<file path="src/rtl/rtc_bus_sequencer.sv">
// RTC parallel-bus transaction controller: arbitrates init vs user requests and
// sequences the address/data phases, selector controls and CS#/AD/WR#/RD# strobes.
module rtc_bus_sequencer #(
  parameter int T_SU = 2,
  parameter int T_PW = 4,
  parameter int T_H  = 2
) (
  input  logic       clk,
  input  logic       reset,
  input  logic       ini_valid,
  input  logic       ini_write,
  input  logic [7:0] ini_addr,
  input  logic [7:0] ini_wdata,
  output logic       ini_ready,
  input  logic       usr_valid,
  input  logic       usr_write,
  input  logic [7:0] usr_addr,
  input  logic [7:0] usr_wdata,
  output logic       usr_ready,
  input  logic [7:0] rd_in,
  output logic       done,
  output logic       done_ini,
  output logic [7:0] rdata,
  output logic       sel_write,
  output logic       sel_data,
  output logic       sel_drive,
  output logic       sel_init,
  output logic [7:0] addr_out,
  output logic [7:0] wdata_out,
  output logic [7:0] ini_data_out,
  output logic       rtc_cs_n,
  output logic       rtc_ad,
  output logic       rtc_wr_n,
  output logic       rtc_rd_n,
  output logic       busy,
  output logic [2:0] dbg_state
);

  localparam logic [7:0] L_SU = 8'(T_SU - 1);
  localparam logic [7:0] L_PW = 8'(T_PW - 1);
  localparam logic [7:0] L_H  = 8'(T_H - 1);

  typedef enum logic [2:0] {
    S_IDLE, S_A_SU, S_A_PW, S_A_H, S_D_SU, S_D_PW, S_D_H, S_DONE
  } state_t;

  state_t     r_state, w_next;
  logic [7:0] r_cnt, w_load;
  logic       r_write, w_write_nx, w_cnt_zero;
  logic       w_ini_acc, w_usr_acc;
  logic       w_a, w_d, w_apw, w_dpw;

  // Handshake: a request is accepted in the cycle its valid and ready are both
  // high; ready is only ever raised in IDLE, init has fixed priority over user.
  assign w_ini_acc  = (r_state == S_IDLE) && ini_valid;
  assign w_usr_acc  = (r_state == S_IDLE) && !ini_valid && usr_valid;
  assign ini_ready  = w_ini_acc;
  assign usr_ready  = w_usr_acc;
  assign w_cnt_zero = (r_cnt == 8'd0);
  assign dbg_state  = r_state;

  always_comb begin
    w_next = r_state;
    case (r_state)
      S_IDLE: if (w_ini_acc || w_usr_acc) w_next = S_A_SU;
      S_A_SU: if (w_cnt_zero) w_next = S_A_PW;
      S_A_PW: if (w_cnt_zero) w_next = S_A_H;
      S_A_H:  if (w_cnt_zero) w_next = S_D_SU;
      S_D_SU: if (w_cnt_zero) w_next = S_D_PW;
      S_D_PW: if (w_cnt_zero) w_next = S_D_H;
      S_D_H:  if (w_cnt_zero) w_next = S_DONE;
      S_DONE: w_next = S_IDLE;
      default: w_next = S_IDLE;
    endcase
  end

  always_comb begin
    w_load = 8'd0;
    case (w_next)
      S_A_SU, S_D_SU: w_load = L_SU;
      S_A_PW, S_D_PW: w_load = L_PW;
      S_A_H,  S_D_H:  w_load = L_H;
      default:        w_load = 8'd0;
    endcase
  end

  // Outputs are registered from the next state so they line up with r_state.
  assign w_write_nx = w_ini_acc ? ini_write : (w_usr_acc ? usr_write : r_write);
  assign w_a   = (w_next == S_A_SU) || (w_next == S_A_PW) || (w_next == S_A_H);
  assign w_d   = (w_next == S_D_SU) || (w_next == S_D_PW) || (w_next == S_D_H);
  assign w_apw = (w_next == S_A_PW);
  assign w_dpw = (w_next == S_D_PW);

  always_ff @(posedge clk or posedge reset) begin
    if (reset) begin
      r_state      <= S_IDLE;
      r_cnt        <= 8'd0;
      r_write      <= 1'b0;
      addr_out     <= 8'd0;
      wdata_out    <= 8'd0;
      ini_data_out <= 8'd0;
      sel_init     <= 1'b0;
      rdata        <= 8'd0;
      busy         <= 1'b0;
      rtc_cs_n     <= 1'b1;
      rtc_ad       <= 1'b0;
      rtc_wr_n     <= 1'b1;
      rtc_rd_n     <= 1'b1;
      sel_write    <= 1'b0;
      sel_data     <= 1'b0;
      sel_drive    <= 1'b0;
      done         <= 1'b0;
      done_ini     <= 1'b0;
    end else begin
      r_state <= w_next;
      if (w_next != r_state)
        r_cnt <= w_load;
      else if (!w_cnt_zero)
        r_cnt <= r_cnt - 8'd1;
      r_write <= w_write_nx;
      if (w_ini_acc) begin
        addr_out     <= ini_addr;
        ini_data_out <= ini_wdata;
        sel_init     <= 1'b1;
      end else if (w_usr_acc) begin
        addr_out  <= usr_addr;
        wdata_out <= usr_wdata;
        sel_init  <= 1'b0;
      end
      // Capture on the edge that closes the final read-strobe cycle.
      if ((r_state == S_D_PW) && w_cnt_zero && !r_write)
        rdata <= rd_in;
      busy      <= (w_next != S_IDLE);
      rtc_cs_n  <= !(w_a || w_d);
      rtc_ad    <= w_a;
      rtc_wr_n  <= !(w_apw || (w_dpw && w_write_nx));
      rtc_rd_n  <= !(w_dpw && !w_write_nx);
      sel_write <= w_a || (w_d && w_write_nx);
      sel_data  <= w_d;
      sel_drive <= w_a || (w_d && w_write_nx);
      done      <= (w_next == S_DONE);
      done_ini  <= (w_next == S_DONE) && sel_init;
    end
  end

endmodule

</file>
<file path="config.mk">
export PLATFORM = sky130hd
export DESIGN_NAME = rtc_bus_sequencer
export DESIGN_NICKNAME = d
export VERILOG_FILES = /design/src/rtl/rtc_bus_sequencer.sv
export SDC_FILE = /design/constraint.sdc
export NUM_CORES = 1
export LEC_CHECK = 0
export ABC_AREA = 0
export BUFFER_PORTS_ARGS = -buffer_cell sky130_fd_sc_hd__clkbuf_2
export CORE_ASPECT_RATIO = 1.1
export CORE_MARGIN = 2
export CORE_UTILIZATION = 52
export CTS_CLUSTER_DIAMETER = 120
export CTS_CLUSTER_SIZE = 25
export DETAILED_ROUTE_END_ITERATION = 8
export PLACE_DENSITY = 0.9
export REMOVE_ABC_BUFFERS = 1
export SYNTH_ARGS = -nofsm -noshare
export SYNTH_HDL_FRONTEND = slang
export SYNTH_SLANG_ARGS = --single-unit
</file>
<file path="constraint.sdc">
create_clock -name clk -period 4.8 [get_ports clk]
set_input_delay 1.2 -clock clk [delete_from_list [all_inputs] [get_ports clk]]
set_output_delay 1.2 -clock clk [all_outputs]
set_load 0.01 [all_outputs]
</file>
Yosys cells after proc, flatten, opt, wreduce, memory -nomap -nowiden. Index checks and enable logic that the tools add are counted.

Flip-flop bits (word level): 54. Input bits: 46. Output and inout port bits: 48.

Muxes and demuxes: 17. Equality and inequality tests: 16. Add/subtract/negate cells: 1. Bitwise gates (word level): 1. Reductions and logical operators: 30.

Operators by type and width (count): $mux 8 (4); $eq 3x3->1 const B (8); $pmux 3 s8 (1); $mux 3 (7); $eq 3x2->1 const B (4); $logic_and 1x1->1 (9); $logic_not 8->1 (1); $logic_or 1x1->1 (8); $sub 8x1->8 const B (1); $eq 3x1->1 const B (2); $logic_not 1->1 (6); $mux 1 (4); $pmux 2 s2 (1); $reduce_or 4->1 (1); $logic_not 3->1 (1); $ne 3x3->1 (1); $reduce_bool 3->1 (1); $ne 2x1->1 const B (1); $reduce_and 2->1 (1); $reduce_bool 2->1 (1); $reduce_or 2->1 (1); $not 1->1 (1).

Logic depth before layout (Yosys ltp). Gate-level depths: netlist of run 1.

Depth in word-level cells: 11. Depth in mapped cells: 8.

Least setup slack after synthesis of run 1. No wires, ideal clock.

Path type: input port to output port. Start point: in ini_valid. End point: out ini_ready. Arrival time: 2.187 ns. Stages: 4. Path slack: 1.413 ns. Path buffers: 2. Path through: clkbuf_1 > nand2_1 > clkbuf_1 > inv_1.

Longest elaborated chain between the ends: 1.

RTL lines: start, declared (line 10) `input logic ini_valid,`; $logic_and 1x1->1 (line 55) `assign w_ini_acc = (r_state == S_IDLE) && ini_valid;`; end, declared (line 14) `output logic ini_ready,`.

No other way between the ends.

Worst setup path after layout of run 1.
Start point: reg r_state[0], in the netlist dbg_state[0]. End point: out ini_ready.

Longest elaborated chain between the ends: 2.

RTL lines: start, declared (line 47) `state_t r_state, w_next;`; start signal, assigned (line 115) `r_state <= w_next;`; $logic_not 3->1 (line 55); $logic_and 1x1->1 (line 55).

No other way between the ends.

==> results.yml, run 1 <==
cells_and_area:
  fillers: 312
  area_growth_syn_to_layout_pct: 24.91
  multiInputGateArea_um2: 953.4
  stdcell_count: 354
  antenna_cells_inserted: 0
  seq_area_um2: 1355
  mostFrequentLayoutCell: "clkbuf_2"
  most-common-layout-cells: "93 x clkbuf_2, 51 x dfrtp_1, 25 x nand2_1, 24 x mux2_2"
  share_of_layout_cells_above_drive_strength_1_pct: 45.00
  num-nets-final: 346
  final_core_util_pct: 68.12
  design_area_um2: 2962
outcome:
  status: "completed"
clock_tree:
  cts_buffer_depth: 2
  cts_hold_buf: 0
  clock_tree.htree_level_count: 2
  insertion_delay_ns: 0.32
  post-cts-setup-buffers: 0
  cts_tree: "yes"
  clock-sinks: 54
  cts_buffers: 5
  clockRootBuffer: "clkbuf_8"
  cts_resized: 0
  cts.reportedPaths.clkPinSlew_ns: 0.10
critical_path:
  r2r.worst_path.cells: 5
  timing.critical_path.arrival_ns: 2.48
  worstPathMaxFanout: 19
  worstSetupPathType: "reg2out"
  critical_path.reg2reg.startpoint: "dbg_state[0]$_DFF_PP0_"
  ff2ff_setup_slack_ns: 2.06
  timing.rr.end: "sel_drive$_DFF_PP0_"
  worst_setup_path_end_kind: "output port"
  worst_setup_path_start_kind: "register"
  required_ns: 3.60
synthesis:
  postSynthAreaPerCell_um2: 11.40
  synthesis.instances: 208
  synthDistinctLibCells: 38
  synth_seq_area_share_pct: 57.15
  synth-warning-count: 0
  synth_seq_cells: 54
  library_cell_with_the_largest_summed_area_after_synthesis: "dfrtp_1"
  ys_async_sr_fraction_pct: 100.0
  synth_top_flop_cell: "dfrtp_1"
  post_synth_instance_area_um2: 2371
  number_of_enable_flip_flop_cells_after_synthesis: 0
  synth.top_cell.area_share_pct: 53.83
  ys_top_cells_by_area: "dfrtp_1 54%, mux2_2 11%, mux2i_1 4.2%"
pwr:
  p_per_cell_area_nw_per_um2: 632.6
  static_power_due_to_leakage_nw: 1.540
  pwr-share-clk_pct: 14.3
  power_frac_seq_pct: 43.1
  power.share.combinational_pct: 42.6
  p_switching_mw: 0.7561
  cell_internal_pwr_mw: 1.118
  power.ir.vdd_worst_mv: 0.4699
  switching_share_pct: 40.36
timing:
  setup_viol_count_final: 0
  timing.fmax_ghz: 0.2719
  timing.slew.headroom_pct: 29.43
  rsz_0062_raised_after_global_routing: "false"
  skew_ns: 0.008814
  setup_tns_ns: 0
  period_minus_slack_ns: 3.677
  report.final.hold_viol_count: 0
  maxSlewViolCount: 0
  tightestPinTransition_ns: 1.057
  period_share_pct: 76.61
floorplan:
  design.core.area_um2: 4348
  num_io_pins: 94
  die_x_um: 68.38
  rows: 25
  fp.dieArea_um2: 5116
  die_h_um: 74.82
  start_util_pct: 54.53
grt:
  via_count_of_the_first_global_routing_pass: 1859
  track_usage_pct: 21.91
  grt_pass1_wl_mm: 8.342
  grt_overflow: 0
  grt_start_max_net_pins: 55
  number_of_antenna_violations_at_the_first_check_in_global_routing: 0
placed_design:
  dpl.hpwl_mm: 3.583
  count_of_buffers_from_port_buffering: 93
  gpl.final_weighted_congestion: 0.8266
  placed_cells: 346
  placed_area_um2: 2864
drt:
  ant_nets: 0
  vias: 1920
  wl_per_cell_um: 14.61
  drt_first_iter_violations: 66
  drt-vias-per-instance: 5.424
  drt_wl_total_mm: 5.171
  drt_pass1_iterations: 4
  detail_route.drc_violations: 0
hold_path:
  hold_depth: 2
  hold-path-endpoint: "addr_out[3]$_DFFE_PP0P_"
  timing.hold.worst.class: "reg2reg"
  hp-start: "addr_out[3]$_DFFE_PP0P_"
run:
  maxCapViolations: 0
==> through the flow <==
stage / setup WS [ns] / power [mW] / hold WS [ns]
finish: 1.123 / 1.874 / 0.4958
global route: 0.9458 / 2.011 / 0.5318
CTS: 1.122 / 1.884 / 0.4978
detailed placement: 1.381 / 1.602 / 0.4700
global placement: 1.430 / 1.559 / 0.4610
floorplan: 1.756 / 1.302 / 0.4725
==> flip-flops by register name, summed over array words and instances (netlist names) <==
signal	count
done_ini	1
r_write	1
sel_init	1
done	1
sel_data	1
sel_drive	1
addr_out	8
rtc_rd_n	1
dbg_state	3
rtc_wr_n	1
rtc_ad	1
busy	1
r_cnt	8
wdata_out	8
rdata	8
rtc_cs_n	1
ini_data_out	8
==> worst max-delay path by stage <==
stage | start | to | slack [ns]
after floorplan | ini_valid | ini_ready | 1.76
after global placement | usr_valid | usr_ready | 1.43
after detailed placement | usr_valid | usr_ready | 1.38
after CTS | dbg_state[0]$_DFF_PP0_ | ini_ready | 1.12
after global routing | dbg_state[0]$_DFF_PP0_ | ini_ready | 0.95
final | dbg_state[0]$_DFF_PP0_ | ini_ready | 1.12
==> kinds of logic (layout without fill, tap and decap cells) <==
family,after synthesis,count (layout),synth area share (%)
AOI/OAI and AO/OA,35,35,9.499
xor gates and xnor gates,1,1,0.3695
adders and majority gates,1,1,0.5276
buffers and inverters,15,107,2.639
DFF,54,54,57.15
muxes,34,34,15.62
and+or+nand+nor,68,68,14.20
==> metal layers <==
layer,wire length [um],global-route usage (%)
met1,1930,26.18
met2,2762,37.07
met3,388,7.025
met4,89,7.778
met5,0,0
==> cell type report <==
type / count / share of cell area, %
Multi-Input combinational cell: 139 / 32.19
Inverter: 6 / 0.7605
Sequential cell: 54 / 45.75
Clock buffer: 5 / 2.324
Timing Repair Buffer: 93 / 15.72
Tap cell: 54 / 2.281
Clock inverter: 3 / 0.9717
==> power by group through the flow <==
stage               Combinational (mW)  Clock, mW  Sequential, mW
floorplan                        0.437          0           0.865
CTS                              0.804      0.274           0.805
detailed placement               0.793          0           0.809
global route                     0.886      0.290           0.836
finish                           0.797      0.268           0.808
global placement                 0.760          0           0.799
==> cells in the mapped netlist, types with 2 or more instances <==
cell,number
dfrtp_1,51
nand2_1,25
mux2_2,24
nor2_1,15
o21ai_0,15
mux2i_1,10
a21oi_1,9
nor3_1,9
inv_1,6
clkbuf_1,5
or3_1,4
dfstp_2,3
nand2b_1,3
and2_1,2
buf_2,2
nor4_1,2
or4_1,2
==> critical path: stages, from the launching register on <==
cell	delay, ns
dfrtp_1	0.59
nor3_1	0.59
nand2_1	0.65
inv_1	0.17
clkbuf_2	0.15
Power figures use the tool's default switching activity.
==> run 2, diff against run 1 <==
CORE_UTILIZATION = 48   (was 52)
PLACE_DENSITY = 0.84   (was 0.9)
clock period = 3.5 ns   (was 4.8 ns; I/O delays follow)
==> results.yml, run 2 (synthesis gave the netlist of run 1 again) <==
clock_tree:
  clockRootBuffer: "clkbuf_8"
  cts_resized: 0
  cts_hold_buf: 0
  post-cts-setup-buffers: 0
  clock_tree.htree_level_count: 2
  cts_buffer_depth: 2
  insertion_delay_ns: 0.30
  clock-sinks: 54
  cts_tree: "yes"
  cts.reportedPaths.clkPinSlew_ns: 0.09
  cts_buffers: 5
critical_path:
  critical_path.cell_chain: "nor3_1, nand2_1, nor2_1, buf_4, clkbuf_2"
  cpPeakStageDelay_ns: 0.57
  worst_setup_path_end_kind: "output port"
  worstSetupPathType: "reg2out"
  required_ns: 2.62
  crit_buf_inv: 2
  timing.critical_path.arrival_ns: 2.01
  cpLargestDelayFamily: "simple AND/OR/NAND/NOR gates"
  worstPathMaxFanout: 17
  worst_setup_path_start_kind: "register"
  critPathSlowestCell: "dfrtp_1"
placed_design:
  dpl.hpwl_mm: 3.783
  count_of_buffers_from_port_buffering: 93
  gpl.final_weighted_congestion: 0.8306
  placed_area_um2: 2897
cells_and_area:
  share_of_layout_cells_above_drive_strength_1_pct: 45.07
  design_area_um2: 2980
  antenna_cells_inserted: 0
  mostFrequentLayoutCell: "clkbuf_2"
  area_growth_syn_to_layout_pct: 25.70
  fillers: 367
  most-common-layout-cells: "93 x clkbuf_2, 51 x dfrtp_1, 25 x nand2_1, 24 x mux2_2"
  num-nets-final: 350
floorplan:
  fp.dieArea_um2: 5518
  rows: 26
  num_io_pins: 94
  start_util_pct: 50.27
  die_x_um: 71.01
  design.core.area_um2: 4717
  die_h_um: 77.71
drt:
  detail_route.drc_violations: 0
  ant_nets: 0
  vias: 1888
  wl_per_cell_um: 13.76
  drt_wl_total_mm: 4.953
  drt-vias-per-instance: 5.244
  drt_pass1_iterations: 5
  drt_first_iter_violations: 48
pwr:
  static_power_due_to_leakage_nw: 1.548
  post-layout-total-power_mw: 2.532
  p_per_cell_area_nw_per_um2: 849.5
  power.ir.vdd_worst_mv: 0.4615
grt:
  via_count_of_the_first_global_routing_pass: 1940
  grt_util_met3_pct: 4.805
  number_of_antenna_violations_at_the_first_check_in_global_routing: 0
  grt_pass1_wl_mm: 8.438
  grtUsageMet2_pct: 32.90
  grt_start_max_net_pins: 41
  grt_overflow: 0
  track_usage_pct: 18.92
  met1_usage_pct: 22.96
  grt_most_used_layer: "met2"
timing:
  hold_slack_ns: 0.4975
  skew_ns: 0.009413
  period_share_pct: 82.56
  report.final.hold_viol_count: 0
  rsz_0062_raised_after_global_routing: "false"
  setup_tns_ns: 0
  setup_viol_count_final: 0
  timing.slew.headroom_pct: 33.07
  maxSlewViolCount: 0
  tightestPinTransition_ns: 0.9973
  timing.fmax_ghz: 0.3461
  period_minus_slack_ns: 2.889
hold_path:
  timing.hold.worst.class: "reg2reg"
outcome:
  status: "completed"
run:
  maxCapViolations: 0
run 2: worst paths after layout:
check                                             start                       end  slack, ns  depth (start not counted)
worst min register to register  addr_out[2]$_DFFE_PP0P_   addr_out[2]$_DFFE_PP0P_       0.50                          2
worst max register to register     r_cnt[3]$_DFFE_PP0P_      rdata[2]$_DFFE_PP0P_       1.05                          4
min in group asynchronous                         reset  wdata_out[4]$_DFFE_PP0P_       0.69                          2
worst min-delay path            addr_out[2]$_DFFE_PP0P_   addr_out[2]$_DFFE_PP0P_       0.50                          2
max in group asynchronous                         reset        rtc_cs_n$_DFF_PP1_       2.12                          3
worst max-delay path             dbg_state[0]$_DFF_PP0_                 usr_ready       0.61                          5
run 2: layout make-up:
type | count | area (um2) | area share [%]
flip-flops and latches | 54 | 1355 | 45.47
multi-input cells | 139 | 953.4 | 31.99
repair buffers | 97 | 495.5 | 16.62
clock buffers | 7 | 76.32 | 2.561
well taps | 56 | 70.07 | 2.351
inverters | 6 | 22.52 | 0.7557
clock inverters | 1 | 7.507 | 0.2519
run 2: tightest hold or removal path, cell delays in order (launching register included):
cell and delay [ns]:
dfrtp_1 0.35, nand2_1 0.05, o21ai_0 0.06
run 2: metal layers:
layer / part of all wire (%) / wire (um)
met1: 42 / 2074
met2: 51 / 2508
met3: 6.1 / 300
met4: 1.4 / 70
met5: 0 / 0
run 2: metrics by stage:
| step | std cells | utilization [%] | setup WS (ns) |
|---|---|---|---|
| after floorplan | 199 | - | 0.8775 |
| after global placement | 352 | 61.41 | 1.017 |
| after detailed placement | 352 | 61.41 | 0.9429 |
| after CTS | 360 | 63.18 | 0.5996 |
| after global routing | 360 | 63.18 | 0.3822 |
| final | 360 | 63.18 | 0.6105 |
run 2: where the power goes:
group	internal (mW)	switching [mW]	total (mW)	leakage, nW
clock network	0.142	0.193	0.335	0.0385
registers	0.892	0.216	1.11	0.667
logic	0.499	0.590	1.09	0.842
==> run 3, diff against run 2 <==
ABC_AREA = 1   (was 0)
CORE_UTILIZATION = 49   (was 48)
clock period = 3 ns   (was 3.5 ns; I/O delays follow)
==> results.yml, run 3 <==
placed_design:
  count_of_buffers_from_port_buffering: 93
  dpl.hpwl_mm: 3.872
  placed_cells: 418
  place_worst_setup_slack_ns: 0.6833
  gpl.final_weighted_congestion: 0.7415
timing:
  timing.slew.headroom_pct: 56.68
  tightestPinTransition_ns: 0.6497
  rsz_0062_raised_after_global_routing: "false"
  timing.fmax_ghz: 0.4061
  period_minus_slack_ns: 2.462
  report.final.hold_viol_count: 0
  setup_viol_count_final: 0
  setup_tns_ns: 0
  maxSlewViolCount: 0
  setup_slack_ns: 0.5378
  skew_ns: 0.009572
  period_share_pct: 82.07
grt:
  track_usage_pct: 19.42
  grt_pass1_wl_mm: 8.845
  via_count_of_the_first_global_routing_pass: 2003
  grt_start_max_net_pins: 55
  number_of_antenna_violations_at_the_first_check_in_global_routing: 0
  grt_overflow: 0
drt:
  drt_wl_total_mm: 5.120
  ant_nets: 0
  vias: 2079
  wl_per_cell_um: 12.02
  drt-vias-per-instance: 4.880
  detail_route.drc_violations: 0
  drt_pass1_iterations: 4
  drt_first_iter_violations: 91
clock_tree:
  cts_resized: 0
  post-cts-setup-buffers: 0
  cts_buffer_depth: 2
  clockRootBuffer: "clkbuf_8"
  insertion_delay_ns: 0.31
  cts_hold_buf: 0
  clock_tree.htree_level_count: 2
  cts.reportedPaths.clkPinSlew_ns: 0.10
  clock-sinks: 54
  cts_tree: "yes"
  cts_buffers: 5
synthesis:
  post_synth_mux_area_share_pct: 4.708
  ys_top_cells_by_area: "dfrtp_1 50%, nand2_1 12%, mux2_4 4.7%"
  synth.top_cell.area_share_pct: 50.02
  synth.most_common_cell: "nand2_1"
  postSynthAreaPerCell_um2: 9.345
  synth_top_flop_cell: "dfrtp_1"
  synth_seq_area_share_pct: 53.11
  ys_async_sr_fraction_pct: 100.0
  synth_simple_gate_area_share_pct: 27.81
  synthesis.instances: 273
  synth_seq_cells: 54
  library_cell_with_the_largest_summed_area_after_synthesis: "dfrtp_1"
  synth.top_cells.by_count: "82 x nand2_1, 51 x dfrtp_1, 24 x nor2_1"
  synthDistinctLibCells: 33
  synth-warning-count: 0
  synthesized_area_fraction_occupied_by_ao_oa_aoi_and_oai_cells_pct: 5.346
  synth_top_family_by_area: "simple AND/OR/NAND/NOR gates"
  post_synth_instance_area_um2: 2551
  post_synthesis_xor_xnor_area_fraction_pct: 1.030
  number_of_enable_flip_flop_cells_after_synthesis: 0
  adder_cell_fraction_of_synth_area_pct: 0.4904
cells_and_area:
  most-common-layout-cells: "93 x clkbuf_2, 82 x nand2_1, 51 x dfrtp_1, 24 x nor2_1, 20 x inv_1"
  stdcell_count: 426
  share_of_layout_cells_above_drive_strength_1_pct: 38.86
  mostFrequentLayoutCell: "clkbuf_2"
  antenna_cells_inserted: 0
  num-nets-final: 414
  area_growth_syn_to_layout_pct: 22.02
critical_path:
  timing.critical_path.arrival_ns: 1.71
  worstSetupPathType: "reg2out"
  worst_setup_path_start_kind: "register"
  ff2ff_setup_slack_ns: 0.89
  timing.rr.end: "addr_out[5]$_DFFE_PP0P_"
  critical_path.reg2reg.startpoint: "dbg_state[1]$_DFF_PP0_"
  worstPathMaxFanout: 20
  r2r.worst_path.cells: 6
  required_ns: 2.25
  worst_setup_path_end_kind: "output port"
floorplan:
  start_util_pct: 51.03
  design.core.area_um2: 5000
  die_x_um: 72.80
  rows: 27
  num_io_pins: 94
  die_h_um: 79.68
  fp.dieArea_um2: 5801
pwr:
  static_power_due_to_leakage_nw: 1.766
  p_per_cell_area_nw_per_um2: 997.2
  power.ir.vdd_worst_mv: 0.4477
hold_path:
  hp-start: "wdata_out[6]$_DFFE_PP0P_"
  hold-path-endpoint: "wdata_out[6]$_DFFE_PP0P_"
  hold_depth: 2
  timing.hold.worst.class: "reg2reg"
run:
  maxCapViolations: 0
outcome:
  status: "completed"
[run 3: changes by cell type after synthesis, sizes merged, moves of 5 or more]
cell	delta
nand2	+65
inv	+21
nor2	+17
clkbuf	-5
or3	-5
mux2	-16
mux2i	-10
nand3	+8
nor3	-6
[run 3: report_power, final]
part	total (mW)	leakage (nW)	internal [mW]	switching [mW]
sequential	1.29	0.651	1.06	0.230
clock	0.402	0.0483	0.165	0.237
combinational	1.41	1.07	0.588	0.827
total	3.10	1.77	1.81	1.29
[run 3: worst max-delay path, cell delays in order, from the launching register on]
cell and delay [ns]:
dfrtp_1 0.52, nor2_4 0.20, nand2_4 0.08, nor2_4 0.38
clkbuf_2 0.22
[run 3: area by class of cell]
type / count / area (um2)
clock inverter: 3 / 18.77
multi-input combinational: 182 / 1005
timing repair buffer: 95 / 480.5
sequential: 54 / 1355
tap: 58 / 72.57
inverter: 29 / 112.6
fill: 426 / 1887
clock buffer: 5 / 68.82
[run 3: per-stage QoR]
stage | utilization [%] | hold slack, ns | instance area (um2) | power (mW)
global route | 62.26 | 0.5060 | 3113 | 3.370
global placement | 60.51 | 0.4548 | 3025 | 2.691
finish | 62.26 | 0.4832 | 3113 | 3.104
detailed placement | 60.51 | 0.4640 | 3025 | 2.735
floorplan | - | 0.5086 | 2472 | 2.241
CTS | 62.26 | 0.4902 | 3113 | 3.145
[run 3: per-layer routing]
| metal | up-vias | routed length, um | global-route usage (%) |
|---|---|---|---|
| li1 | 1046 | - | - |
| met1 | 942 | 2165 | 24.61 |
| met2 | 80 | 2502 | 32.55 |
| met3 | 11 | 361 | 5.051 |
| met4 | 0 | 90 | 5.741 |
| met5 | - | 0 | 0 |
[run 3: how the worst max path moves through the flow]
stage                                      start        end  slack [ns]  cells after the start
after floorplan                        usr_valid  usr_ready        0.88                      2
after global routing      dbg_state[0]$_DFF_PP0_  ini_ready        0.42                      4
after global placement                 ini_valid  ini_ready        0.69                      4
after detailed placement               ini_valid  ini_ready        0.68                      4
final                     dbg_state[1]$_DFF_PP0_  ini_ready        0.54                      4
after CTS                 dbg_state[1]$_DFF_PP0_  ini_ready        0.54                      4
[run 3: logic make-up (layout without fill, tap and decap cells)]
kind of cell             after synthesis  after routing
adder cells (fa/ha/maj)                1              1
flip-flops                            54             54
multiplexers                           8              8
XOR/XNOR                               3              3
AND/OR/NAND/NOR                      144            144
AO/OA/AOI/OAI                         26             26
buffers and inverters                 37            132
